`config.mk`:
```
export PLATFORM = sky130hd
export DESIGN_NAME = mac_seq_ctrl_flat
export DESIGN_NICKNAME = d
export VERILOG_FILES = /design/src/rtl/mac_ctrl_pkg.sv /design/src/rtl/mac_seq_ctrl_if.sv /design/src/rtl/mac_vld_pipe.sv /design/src/rtl/mac_seq_ctrl.sv /design/src/flat_wrapper.sv
export SDC_FILE = /design/constraint.sdc
export NUM_CORES = 1
export LEC_CHECK = 0
export CAP_MARGIN = 20
export CELL_PAD_IN_SITES_DETAIL_PLACEMENT = 0
export CELL_PAD_IN_SITES_GLOBAL_PLACEMENT = 2
export CORE_AREA = 8 8 88 74
export CTS_CLUSTER_DIAMETER = 80
export DETAILED_ROUTE_END_ITERATION = 12
export DIE_AREA = 0 0 96 82
export GPL_ROUTABILITY_DRIVEN = 0
export PLACE_DENSITY = 0.85
export SLEW_MARGIN = 40
export SYNTH_ARGS = -nofsm -noshare
export SYNTH_HDL_FRONTEND = slang
export SYNTH_SLANG_ARGS = --single-unit
```
`constraint.sdc`:
```
create_clock -name clk -period 2.6 [get_ports clk]
set_clock_uncertainty 0.05 [all_clocks]
set_input_delay 0.52 -clock clk [delete_from_list [all_inputs] [get_ports clk]]
set_output_delay 0.52 -clock clk [all_outputs]
set_load 0.05 [all_outputs]
```
`src/rtl/mac_ctrl_pkg.sv`:
```
// mac_ctrl_pkg
// Shared definitions for the MAC sequencing controller: controller state
// encoding, default pipeline depth and length-field width, and the widths of
// the MAC accumulator datapath (signed sum and maximum exponent) that this
// controller sequences.
package mac_ctrl_pkg;

  localparam int PIPE_DEPTH_DEF = 4;
  localparam int LEN_W_DEF      = 8;

  localparam int ACC_SUM_W = 20;
  localparam int ACC_EXP_W = 6;

  typedef logic signed [ACC_SUM_W-1:0] acc_sum_t;
  typedef logic        [ACC_EXP_W-1:0] acc_exp_t;

  typedef enum logic [1:0] {
    ST_IDLE,
    ST_FEED,
    ST_DRAIN,
    ST_HOLD
  } mac_state_e;

endpackage

```
`src/rtl/mac_seq_ctrl_if.sv`:
```
// mac_seq_ctrl_if
// Handshake and datapath-control bundle between the MAC sequencing
// controller and its environment.
//   start/len          : pass request and operand-pair count
//   in_valid/in_ready  : upstream operand-pair handshake
//   stage_en           : advance enable for every MAC pipeline register
//   acc_clr/acc_en     : accumulator clear and capture strobes
//   out_valid/out_ready: downstream result handshake
//   busy/done          : controller status
// master: environment side, slave: controller side.
interface mac_seq_ctrl_if
  import mac_ctrl_pkg::*;
#(
  parameter int LEN_W = LEN_W_DEF
);

  logic             start;
  logic [LEN_W-1:0] len;
  logic             in_valid;
  logic             in_ready;
  logic             stage_en;
  logic             acc_clr;
  logic             acc_en;
  logic             out_valid;
  logic             out_ready;
  logic             busy;
  logic             done;

  modport master (
    output start, len, in_valid, out_ready,
    input  in_ready, stage_en, acc_clr, acc_en, out_valid, busy, done
  );

  modport slave (
    input  start, len, in_valid, out_ready,
    output in_ready, stage_en, acc_clr, acc_en, out_valid, busy, done
  );

endinterface

```
`src/rtl/mac_vld_pipe.sv`:
```
// mac_vld_pipe
// Valid-bit shadow of the MAC pipeline: one bit per pipeline stage telling
// whether that stage holds a real operand beat or a bubble.
//   clk, rst : clock and synchronous active-high reset
//   en       : pipeline advance enable (shift only when set)
//   din      : beat accepted into stage 0 this cycle
//   vld      : current valid bit of every stage, vld[PIPE_DEPTH-1] is last
module mac_vld_pipe
  import mac_ctrl_pkg::*;
#(
  parameter int PIPE_DEPTH = PIPE_DEPTH_DEF
) (
  input  logic                  clk,
  input  logic                  rst,
  input  logic                  en,
  input  logic                  din,
  output logic [PIPE_DEPTH-1:0] vld
);

  logic [PIPE_DEPTH-1:0] vld_q;
  logic [PIPE_DEPTH-1:0] vld_d;

  always_comb begin
    vld_d = vld_q;
    if (en) begin
      vld_d = {vld_q[PIPE_DEPTH-2:0], din};
    end
  end

  always_ff @(posedge clk) begin
    if (rst) begin
      vld_q <= '0;
    end else begin
      vld_q <= vld_d;
    end
  end

  assign vld = vld_q;

endmodule

```
`src/rtl/mac_seq_ctrl.sv`:
```
// mac_seq_ctrl
// Sequences one dot-product pass through a fixed-latency MAC pipeline:
// clears the accumulator, feeds len operand pairs, drains the pipeline,
// then holds the result until downstream takes it.
//   clk, rst : clock and synchronous active-high reset
//   bus      : slave side of mac_seq_ctrl_if (start/len, operand and result
//              handshakes, stage_en, acc_clr, acc_en, busy, done)
module mac_seq_ctrl
  import mac_ctrl_pkg::*;
#(
  parameter int PIPE_DEPTH = PIPE_DEPTH_DEF,
  parameter int LEN_W      = LEN_W_DEF
) (
  input  logic           clk,
  input  logic           rst,
  mac_seq_ctrl_if.slave  bus
);

  mac_state_e            state_q, state_d;
  logic [LEN_W:0]        cnt_q, cnt_d;
  logic [LEN_W:0]        cnt_inc;
  logic [LEN_W-1:0]      len_q, len_d;
  logic                  done_q, done_d;
  logic [PIPE_DEPTH-1:0] vld;
  logic                  beat;
  logic                  in_ready;
  logic                  stage_en;
  logic                  acc_clr;
  logic                  out_valid;

  // One extra counter bit so a maximum-length pass never wraps.
  assign cnt_inc = cnt_q + 1'b1;

  always_comb begin
    state_d   = state_q;
    cnt_d     = cnt_q;
    len_d     = len_q;
    done_d    = 1'b0;
    in_ready  = 1'b0;
    stage_en  = 1'b0;
    acc_clr   = 1'b0;
    out_valid = 1'b0;
    beat      = 1'b0;
    case (state_q)
      ST_IDLE: begin
        if (bus.start) begin
          acc_clr = 1'b1;
          cnt_d   = '0;
          len_d   = bus.len;
          // An empty pass skips straight to presenting the cleared sum.
          state_d = (bus.len != '0) ? ST_FEED : ST_HOLD;
        end
      end
      ST_FEED: begin
        in_ready = 1'b1;
        stage_en = 1'b1;
        if (bus.in_valid) begin
          beat  = 1'b1;
          cnt_d = cnt_inc;
          if (cnt_inc == {1'b0, len_q}) begin
            state_d = ST_DRAIN;
          end
        end
      end
      ST_DRAIN: begin
        stage_en = 1'b1;
        // Last beat reaches the accumulator and nothing is behind it.
        if (vld[PIPE_DEPTH-1] && (vld[PIPE_DEPTH-2:0] == '0)) begin
          state_d = ST_HOLD;
        end
      end
      ST_HOLD: begin
        out_valid = 1'b1;
        if (bus.out_ready) begin
          state_d = ST_IDLE;
          done_d  = 1'b1;
        end
      end
      default: begin
        state_d = ST_IDLE;
      end
    endcase
    // Strobes stay quiet while reset is asserted, whatever the old state.
    if (rst) begin
      in_ready  = 1'b0;
      stage_en  = 1'b0;
      acc_clr   = 1'b0;
      out_valid = 1'b0;
      beat      = 1'b0;
    end
  end

  always_ff @(posedge clk) begin
    if (rst) begin
      state_q <= ST_IDLE;
      cnt_q   <= '0;
      len_q   <= '0;
      done_q  <= 1'b0;
    end else begin
      state_q <= state_d;
      cnt_q   <= cnt_d;
      len_q   <= len_d;
      done_q  <= done_d;
    end
  end

  mac_vld_pipe #(
    .PIPE_DEPTH (PIPE_DEPTH)
  ) u_vld_pipe (
    .clk (clk),
    .rst (rst),
    .en  (stage_en),
    .din (beat),
    .vld (vld)
  );

  assign bus.in_ready  = in_ready;
  assign bus.stage_en  = stage_en;
  assign bus.acc_clr   = acc_clr;
  assign bus.acc_en    = vld[PIPE_DEPTH-1] & stage_en;
  assign bus.out_valid = out_valid;
  assign bus.busy      = (state_q != ST_IDLE) & ~rst;
  assign bus.done      = done_q & ~rst;

endmodule

```
`src/flat_wrapper.sv`:
```
// flat-port wrapper written by rule: the top's interface ports become plain ports
module mac_seq_ctrl_flat import mac_ctrl_pkg::*;
#(
  parameter int PIPE_DEPTH = PIPE_DEPTH_DEF,
  parameter int LEN_W      = LEN_W_DEF
)
  (clk, rst, bus_start, bus_len, bus_in_valid, bus_out_ready, bus_in_ready, bus_stage_en, bus_acc_clr, bus_acc_en, bus_out_valid, bus_busy, bus_done);
  mac_seq_ctrl_if #(.LEN_W(LEN_W)) bus_i ();
  input  logic clk;
  input  logic rst;
  input wire logic [$bits(bus_i.start)-1:0] bus_start;
  input wire logic [$bits(bus_i.len)-1:0] bus_len;
  input wire logic [$bits(bus_i.in_valid)-1:0] bus_in_valid;
  input wire logic [$bits(bus_i.out_ready)-1:0] bus_out_ready;
  output wire logic [$bits(bus_i.in_ready)-1:0] bus_in_ready;
  output wire logic [$bits(bus_i.stage_en)-1:0] bus_stage_en;
  output wire logic [$bits(bus_i.acc_clr)-1:0] bus_acc_clr;
  output wire logic [$bits(bus_i.acc_en)-1:0] bus_acc_en;
  output wire logic [$bits(bus_i.out_valid)-1:0] bus_out_valid;
  output wire logic [$bits(bus_i.busy)-1:0] bus_busy;
  output wire logic [$bits(bus_i.done)-1:0] bus_done;
  assign bus_i.start = bus_start;
  assign bus_i.len = bus_len;
  assign bus_i.in_valid = bus_in_valid;
  assign bus_i.out_ready = bus_out_ready;
  assign bus_in_ready = bus_i.in_ready;
  assign bus_stage_en = bus_i.stage_en;
  assign bus_acc_clr = bus_i.acc_clr;
  assign bus_acc_en = bus_i.acc_en;
  assign bus_out_valid = bus_i.out_valid;
  assign bus_busy = bus_i.busy;
  assign bus_done = bus_i.done;
  mac_seq_ctrl #(.PIPE_DEPTH(PIPE_DEPTH), .LEN_W(LEN_W)) u_core (.clk(clk), .rst(rst), .bus(bus_i));
endmodule
```
# Word-level counts from Yosys, hierarchy flattened
# Index checks and enable logic that the tools add are counted.
[classes] n_mux=22 add_sub_neg=1 n_bitwise=5 n_eq_ne=9 n_reduce_logical=11
[ops] op="2-to-1 mux 9 bit" n=2
[ops] op="one-hot mux 9 bit (2 select lines)" n=1
[ops] op="2-to-1 mux 1 bit" n=12
[ops] op="2-to-1 mux 2 bit" n=6
[ops] op="adder 9 x 1 -> 9 bit (second input constant)" n=1
[ops] op="== test 9 x 8 -> 1 bit" n=1
[ops] op="one-hot mux 2 bit (4 select lines)" n=1
[ops] op="nonzero test 8 bit" n=1
[ops] op="!= test 2 bit (second input constant)" n=3
[ops] op="AND reduction 5 bit" n=1
[ops] op="== test 2 bit (second input constant)" n=2
[ops] op="!= test 2 x 1 -> 1 bit (second input constant)" n=2
[ops] op="nonzero test 2 bit" n=2
[ops] op="OR reduction 2 bit" n=2
[ops] op="AND 1 bit" n=3
[ops] op="logical NOT 3 bit" n=1
[ops] op="AND reduction 3 bit" n=1
[ops] op="== test 2 x 1 -> 1 bit (second input constant)" n=1
[ops] op="logical NOT 2 bit" n=1
[ops] op="inverter 1 bit" n=2
[ops] op="AND reduction 2 bit" n=1
[ops] op="logical AND 1 bit" n=1
[word_totals] out_inout_bits=7 wordCells=53 register_bits=24 input_bits=13

# Depth between registers and ports, before layout
# Gate-level depths: netlist of the first run.
[depth] depth_word=5 mapped_depth=9 mapped_depth_nobuf=8

# By module
# A second synthesis of the first run with hierarchy kept.
[hier_totals] hier_cells=174 area_unflattened_um2=1387.6
[by_module_without_submodules] module="mac_seq_ctrl" seq_area_each_um2=400.4 cells_per_inst=161 area_per_inst_um2=1247.4 instances=1
[by_module_without_submodules] module="mac_vld_pipe" seq_area_each_um2=80.1 cells_per_inst=13 area_per_inst_um2=140.1 instances=1

# Worst setup path before layout of the first run
# Ideal clock, no wire load.
[synth_path] path_kind="register to output" start="register u_core.state_q[0]" end="output bus_acc_en" slack_ps=-209 path_stages_with_launch=6 path_buffers=1 t_arrival_ps=2239 required_time_ps=2030 path_cell_list="dfxtp_1 -> inv_1 -> ha_1 -> clkbuf_1 -> nor2b_1 -> and2_1"
[synth_between] elab_chain_cells=5 elab_cells_between_ends=6 classes_between="2 x eq/ne; 2 x mux; 1 x bitwise; 1 x reduce/logical"
[synth_lines] item="start: declaration" line_no="mac_seq_ctrl.sv:19" text="mac_state_e state_q, state_d;"
[synth_lines] item="start signal: assignment" line_no="mac_seq_ctrl.sv:100" text="state_q <= state_d;"
[synth_lines] item="== test 2 x 1 -> 1 bit or == test 2 bit (tied branches)" line_no="mac_seq_ctrl.sv:44" text="case (state_q)"
[synth_lines] item="OR reduction 2 bit (no line) *"
[synth_lines] item="2-to-1 mux 1 bit *" line_no="mac_seq_ctrl.sv:44"
[synth_lines] item="2-to-1 mux 1 bit *" line_no="mac_seq_ctrl.sv:84" text="if (rst) begin"
[synth_lines] item="net bus_stage_en" line_no="flat_wrapper.sv:16" text="output wire logic [$bits(bus_i.stage_en)-1:0] bus_stage_en;"
[synth_lines] item="AND 1 bit *" line_no="mac_seq_ctrl.sv:120" text="assign bus.acc_en = vld[PIPE_DEPTH-1] & stage_en;"
[synth_lines] item="end: declaration" line_no="flat_wrapper.sv:18" text="output wire logic [$bits(bus_i.acc_en)-1:0] bus_acc_en;"
# Mark *: on every way through the listed nets, which the timed path passes. The rest lies on a longest branch.

# Final worst setup path of the first run
[layout_path] start="register u_core.state_q[0]" end="output bus_acc_en"
[layout_between] elab_chain_cells=5 elab_cells_between_ends=6 classes_between="2 x eq/ne; 2 x mux; 1 x bitwise; 1 x reduce/logical"
[layout_lines] item="== test 2 x 1 -> 1 bit or == test 2 bit (tied branches)" line_no="mac_seq_ctrl.sv:44"
[layout_lines] item="OR reduction 2 bit (no line) *"
[layout_lines] item="2-to-1 mux 1 bit *" line_no="mac_seq_ctrl.sv:44"
[layout_lines] item="2-to-1 mux 1 bit *" line_no="mac_seq_ctrl.sv:84"
[layout_lines] item="AND 1 bit *" line_no="mac_seq_ctrl.sv:120"
# Every way passes the cells marked *; elsewhere a longest branch is shown, timed or not.

==> results.yml, run 1 <==
cts:
  clk_pin_slew_ps: 80
  cts_setup_buffers: 0
  cts_resized: 0
  cts_root_buf: "clkbuf_8"
  cts_buffer_depth: 2
  hold_buffers: 0
  cts_tree: "done"
  cts.sinks: 24
  htree_levels: 1
  clk_latency_ps: 270
  numCtsBuffers: 3
floorplan:
  ios: 20
  die_area_mm2: 0.00787
  row_count: 24
  die_h_um: 82
  initial_utilization: 0.282
  core_area_mm2: 0.00519
  die_w_um: 96
global_routing:
  busiest_layer: "met1"
  globalRoute.totalOverflow: 0
  grt_max_degree: 16
  met1_usage: 0.144
  grtUsageMet2: 0.141
  use_met3: 0.0292
  antenna_found_initial: 0
  grt_pass1_wl_um: 6220
  grt_pass1_vias: 1288
  track_usage: 0.100
worst_setup_path:
  crit_type: "flop to output pin"
  start_kind: "flop"
  end_kind: "output pin"
  cp_cell_sequence: "inv_1, ha_1, nor2b_2, and2_1, buf_12"
  path_max_fanout: 7
  cpLargestDelayFamily: "simple AND/OR/NAND/NOR gates"
  max_stage_delay_ps: 430
  cp.arrival_ps: 1770
  required_ps: 2030
  cp_num_buf_inv: 2
  cpMaxStageDelayCell: "ha_1"
routing:
  drc_errors: 0
  avgRoutedWirePerCell_um: 13.5
  drt_wl_total_um: 3600
  vias: 1323
  drt_iter0_drc: 85
  ant_nets: 0
  drt_pass1_iterations: 4
  vias_per_cell: 4.96
flow_run:
  max_cap_violations: 0
synth:
  synth_top_area_frac: 0.328
  yosysTopAreaCell: "dfxtp_1"
  synth_nets: 201
  async_flop_share: 0
  yosysUniqueCellTypes: 42
  yosys_warnings: 0
  synthFlopType: "dfxtp_1"
  synth_area_mm2: 0.00146
  ys_seq_area_frac: 0.328
  synth_area_leaders: "dfxtp_1 33%, nand3_1 5.8%, ha_1 4.3%"
  synth-seq-cells: 24
  syn_inst: 183
  synth-edff-count: 0
  syn_area_per_cell_um2: 8.00
timing:
  finalCritPeriodShare: 0.900
  max_slew.worst_pin.slew_ps: 475
  finalWorstSetupSlack_ps: 259
  rsz0062_at_grt: "false"
  min_period_ps: 2340
  slew_violations: 0
  hold_viol_final: 0
  tns_ps: 0
  max_freq_ghz: 0.427
  maxSlewHeadroom: 0.683
  final-setup-viol-count: 0
power_and_ir_drop:
  p_leak_nw: 0.716
  total_power_mw: 1.52
  power.density_mw_per_mm2: 822
  ir_drop_uv: 462
cells_and_area:
  drive_gt1_frac: 0.144
  final_cell_mix: "24 x dfxtp_1, 17 x nand3_1, 16 x nor2_1, 16 x nand2_1"
  nNetsFinal: 221
  diodes: 0
  syn_to_final_growth_pct: 26.3
  layout_commonest_cell: "dfxtp_1"
  fin_util: 0.356
  final_cells: 267
status:
  status: "finished clean"
hold_path:
  hold_path.class: "flop to flop"
place:
  dp.final_hpwl_um: 2780
  portBuffers: 19
  place_ws_ps: 288
  dp.cells: 263
==> flip-flops by register name, indices dropped and copies added, names as in the netlist <==
signal                 count
u_core.cnt_q               9
u_core.len_q               8
u_core.u_vld_pipe.vld      4
u_core.state_q             2
u_core.done_q              1
==> where the power goes <==
group / total [mW] / leakage [nW] / internal (mW) / switching [mW]
combinational: 0.811 / 0.493 / 0.360 / 0.451
sequential: 0.449 / 0.195 / 0.411 / 0.0388
clock: 0.260 / 0.0288 / 0.135 / 0.124
total: 1.52 / 0.716 / 0.906 / 0.614
==> final timing paths <==
kind / cells after the start / slack (ps) / start / to
hold reg to reg: 2 / 420 / u_core.len_q[6] / u_core.len_q[6]
hold / removal: 2 / 420 / u_core.len_q[6] / u_core.len_q[6]
setup / recovery: 5 / 260 / u_core.state_q[0] / bus_acc_en
setup reg to reg: 7 / 400 / u_core.cnt_q[0] / u_core.state_q[0]
==> kinds of logic (layout without fill, tap and decap cells) <==
logic type                 count (synthesis)  count (layout)  share of synthesized area
adders and majority gates                  5               5                     0.0427
muxes                                      4               4                     0.0274
AOI/OAI and AO/OA                         44              44                      0.203
buffers and inverters                     18              37                     0.0650
xor gates and xnor gates                   9               9                     0.0538
and+or+nand+nor                           79              79                      0.280
DFF                                       24              24                      0.328
==> synth_stat cells (2+ instances only) <==
| cell | instances |
|---|---|
| a21o_1 | 2 |
| a21oi_1 | 12 |
| a22oi_1 | 3 |
| a31o_2 | 2 |
| and2_1 | 4 |
| and3_1 | 2 |
| buf_2 | 2 |
| buf_6 | 2 |
| clkbuf_1 | 6 |
| dfxtp_1 | 24 |
| ha_1 | 5 |
| inv_1 | 7 |
| mux2i_1 | 4 |
| nand2_1 | 16 |
| nand2b_1 | 4 |
| nand3_1 | 17 |
| nand4_1 | 2 |
| nor2_1 | 16 |
| nor2b_1 | 6 |
| nor3_1 | 3 |
| o21ai_0 | 11 |
| o31ai_1 | 5 |
| or4_1 | 2 |
| xnor2_1 | 6 |
| xor2_1 | 3 |
==> worst min-delay path, cell delays in order, from the launching register on <==
cell	delay (ps)
dfxtp_1	320
nand2_1	50
a21oi_1	50
==> layout make-up <==
cell class / count / area [µm²]
Tap cell: 65 / 81.3
Sequential cell: 24 / 480
Multi-Input combinational cell: 141 / 893
Timing Repair Buffer: 26 / 313
Inverter: 7 / 26.3
Clock buffer: 4 / 55.1
Fill cell: 554 / 3350
==> per-layer routing <==
| layer | routed length, µm | part of all wire |
|---|---|---|
| met1 | 1980 | 0.55 |
| met2 | 1460 | 0.40 |
| met3 | 140 | 0.039 |
| met4 | 25 | 0.0069 |
| met5 | 0 | 0 |
==> per-stage QoR <==
step	instance area (µm²)	hold WS [ps]
2_1_floorplan	1470	396
3_3_place_gp	1790	410
3_5_place_dp	1790	414
4_1_cts	1850	426
5_1_grt	1850	437
6_report	1850	420
(Power assumes the default switching activity.)
==> run 2: changes to the inputs <==
--- a/config.mk
+++ b/config.mk
@@ -9,10 +9,10 @@
 export CELL_PAD_IN_SITES_DETAIL_PLACEMENT = 0
 export CELL_PAD_IN_SITES_GLOBAL_PLACEMENT = 2
-export CORE_AREA = 8 8 88 74
+export CORE_AREA = 8 8 67 97
 export CTS_CLUSTER_DIAMETER = 80
 export DETAILED_ROUTE_END_ITERATION = 12
-export DIE_AREA = 0 0 96 82
+export DIE_AREA = 0 0 75 105
 export GPL_ROUTABILITY_DRIVEN = 0
-export PLACE_DENSITY = 0.85
+export PLACE_DENSITY = 0.84
 export SLEW_MARGIN = 40
 export SYNTH_ARGS = -nofsm -noshare
--- a/constraint.sdc
+++ b/constraint.sdc
@@ -3,3 +3,3 @@
 set_input_delay 0.52 -clock clk [delete_from_list [all_inputs] [get_ports clk]]
 set_output_delay 0.52 -clock clk [all_outputs]
-set_load 0.05 [all_outputs]
+set_load 0.1 [all_outputs]
==> run 2 against run 1 <==
Against the previous run:
- non-clock buffer count is 1 higher
- utilization grew 1.6 points
- largest cell class unchanged
- combinational power up 16%
- die area about the same
==> results.yml, run 2 (synthesized netlist as in run 1, its figures left out) <==
routing:
  avgRoutedWirePerCell_um: 13.4
  drt_iter0_drc: 28
  drc_errors: 0
  vias: 1331
  drt_pass1_iterations: 4
  vias_per_cell: 4.91
  ant_nets: 0
  drt_wl_total_um: 3630
power_and_ir_drop:
  p_seq_frac: 0.271
  power.density_mw_per_mm2: 870
  power_frac_comb: 0.572
  clkPwrFrac: 0.158
  p_leak_nw: 0.730
  p_sw_frac: 0.435
  ir_drop_uv: 755
  p_int_uw: 929
  p_switching_uw: 715
worst_setup_path:
  crit_type: "flop to output pin"
  regToRegSetupSlack_ps: 390
  path_max_fanout: 7
  start_kind: "flop"
  r2r_end: "u_core.state_q[0]"
  cp-startpoint: "u_core.state_q[0]"
  end_kind: "output pin"
  ff2ff_path_depth: 7
  r2r_start: "u_core.cnt_q[1]"
  cp.arrival_ps: 1810
  required_ps: 2030
floorplan:
  die_h_um: 105
  core_area_mm2: 0.00508
  row_count: 32
  die_area_mm2: 0.00788
  initial_utilization: 0.288
  ios: 20
  die_w_um: 75
hold_path:
  hold_path.startpoint: "u_core.len_q[4]"
  whs_path_depth: 2
  hold_path.class: "flop to flop"
  holdPathEnd: "u_core.len_q[4]"
cts:
  cts_resized: 0
  cts_tree: "done"
  clk_latency_ps: 270
  clk_pin_slew_ps: 90
  cts_setup_buffers: 0
  numCtsBuffers: 3
  cts.sinks: 24
  cts_root_buf: "clkbuf_8"
  htree_levels: 1
  cts_buffer_depth: 2
  hold_buffers: 0
cells_and_area:
  layout_commonest_cell: "dfxtp_1"
  fillers: 553
  nNetsFinal: 222
  fin_util: 0.372
  final_cell_mix: "24 x dfxtp_1, 17 x nand3_1, 16 x nand2_1, 14 x nor2_1"
  drive_gt1_frac: 0.163
  diodes: 0
  top_register: "u_core.cnt_q"
  syn_to_final_growth_pct: 29.1
  largest_reg_flops: 9
global_routing:
  track_usage: 0.100
  grt_pass1_wl_um: 6400
  globalRoute.totalOverflow: 0
  antenna_found_initial: 0
  grt_max_degree: 26
  grt_pass1_vias: 1385
timing:
  rsz0062_at_grt: "false"
  max_slew.worst_pin.slew_ps: 437
  slew_violations: 0
  whs_ps: 421
  min_period_ps: 2380
  maxSlewHeadroom: 0.706
  hold_viol_final: 0
  finalCritPeriodShare: 0.916
  max_freq_ghz: 0.420
  finalWorstSetupSlack_ps: 218
  final-setup-viol-count: 0
place:
  portBuffers: 19
  place_ws_ps: 261
  dp.final_hpwl_um: 2830
flow_run:
  max_cap_violations: 0
status:
  status: "finished clean"
[run 2: changes by cell type in the layout (fill, tap and decap cells not counted), sizes merged]
cell  before  now
buf       14   15
[run 2: worst max path at each step]
stage	end	slack [ps]	cells past startpoint
final	bus_acc_en	220	5
after detailed placement	u_core.state_q[1]	260	6
after global routing	bus_acc_en	80	5
after floorplan	bus_acc_en	-330	5
after global placement	u_core.state_q[1]	270	6
after CTS	bus_acc_en	210	5
[run 2: critical path, cell delays in order, from the launching register on]
cell and delay, ps:
dfxtp_1 400, inv_1 80, ha_1 460, nor2b_4 230
and2_1 180, buf_12 180
[run 2: cell type report]
class	count	area, µm²	share of cell area
sequential	24	480	0.254
tap	68	85.1	0.0450
timing repair buffer	27	333	0.176
multi-input combinational	141	911	0.482
clock buffer	4	55.1	0.0291
inverter	7	26.3	0.0139
[run 2: power groups by stage]
stage | Clock [mW] | Combinational [mW] | Sequential, mW
floorplan | 0 | 0.653 | 0.446
global placement | 0 | 0.943 | 0.454
detailed placement | 0 | 0.944 | 0.453
CTS | 0.265 | 0.946 | 0.445
global route | 0.280 | 1.01 | 0.452
finish | 0.259 | 0.940 | 0.445
[run 2: through the flow]
stage | power, mW | cell area [µm²] | instances | TNS [ps]
3_3_place_gp | 1.40 | 1840 | 267 | 0
6_report | 1.64 | 1890 | 271 | 0
4_1_cts | 1.66 | 1890 | 271 | 0
3_5_place_dp | 1.40 | 1840 | 267 | 0
5_1_grt | 1.75 | 1890 | 271 | 0
2_1_floorplan | 1.10 | 1490 | 183 | -333
[run 2: layer usage]
layer  vias to the layer above  share of wire  routed length (µm)  GRT usage
li1                        683              -                   -          -
met1                       610           0.44                1610      0.114
met2                        30           0.50                1800      0.167
met3                         8          0.026                  94     0.0124
met4                         0          0.031                 114     0.0620
met5                         -              0                   0          0
==> run 3: changes to the inputs <==
Settings changed: ABC_AREA from default to 0.
==> results of run 3 <==
The final DEF is identical to that of run 2; final timing and power are the same.
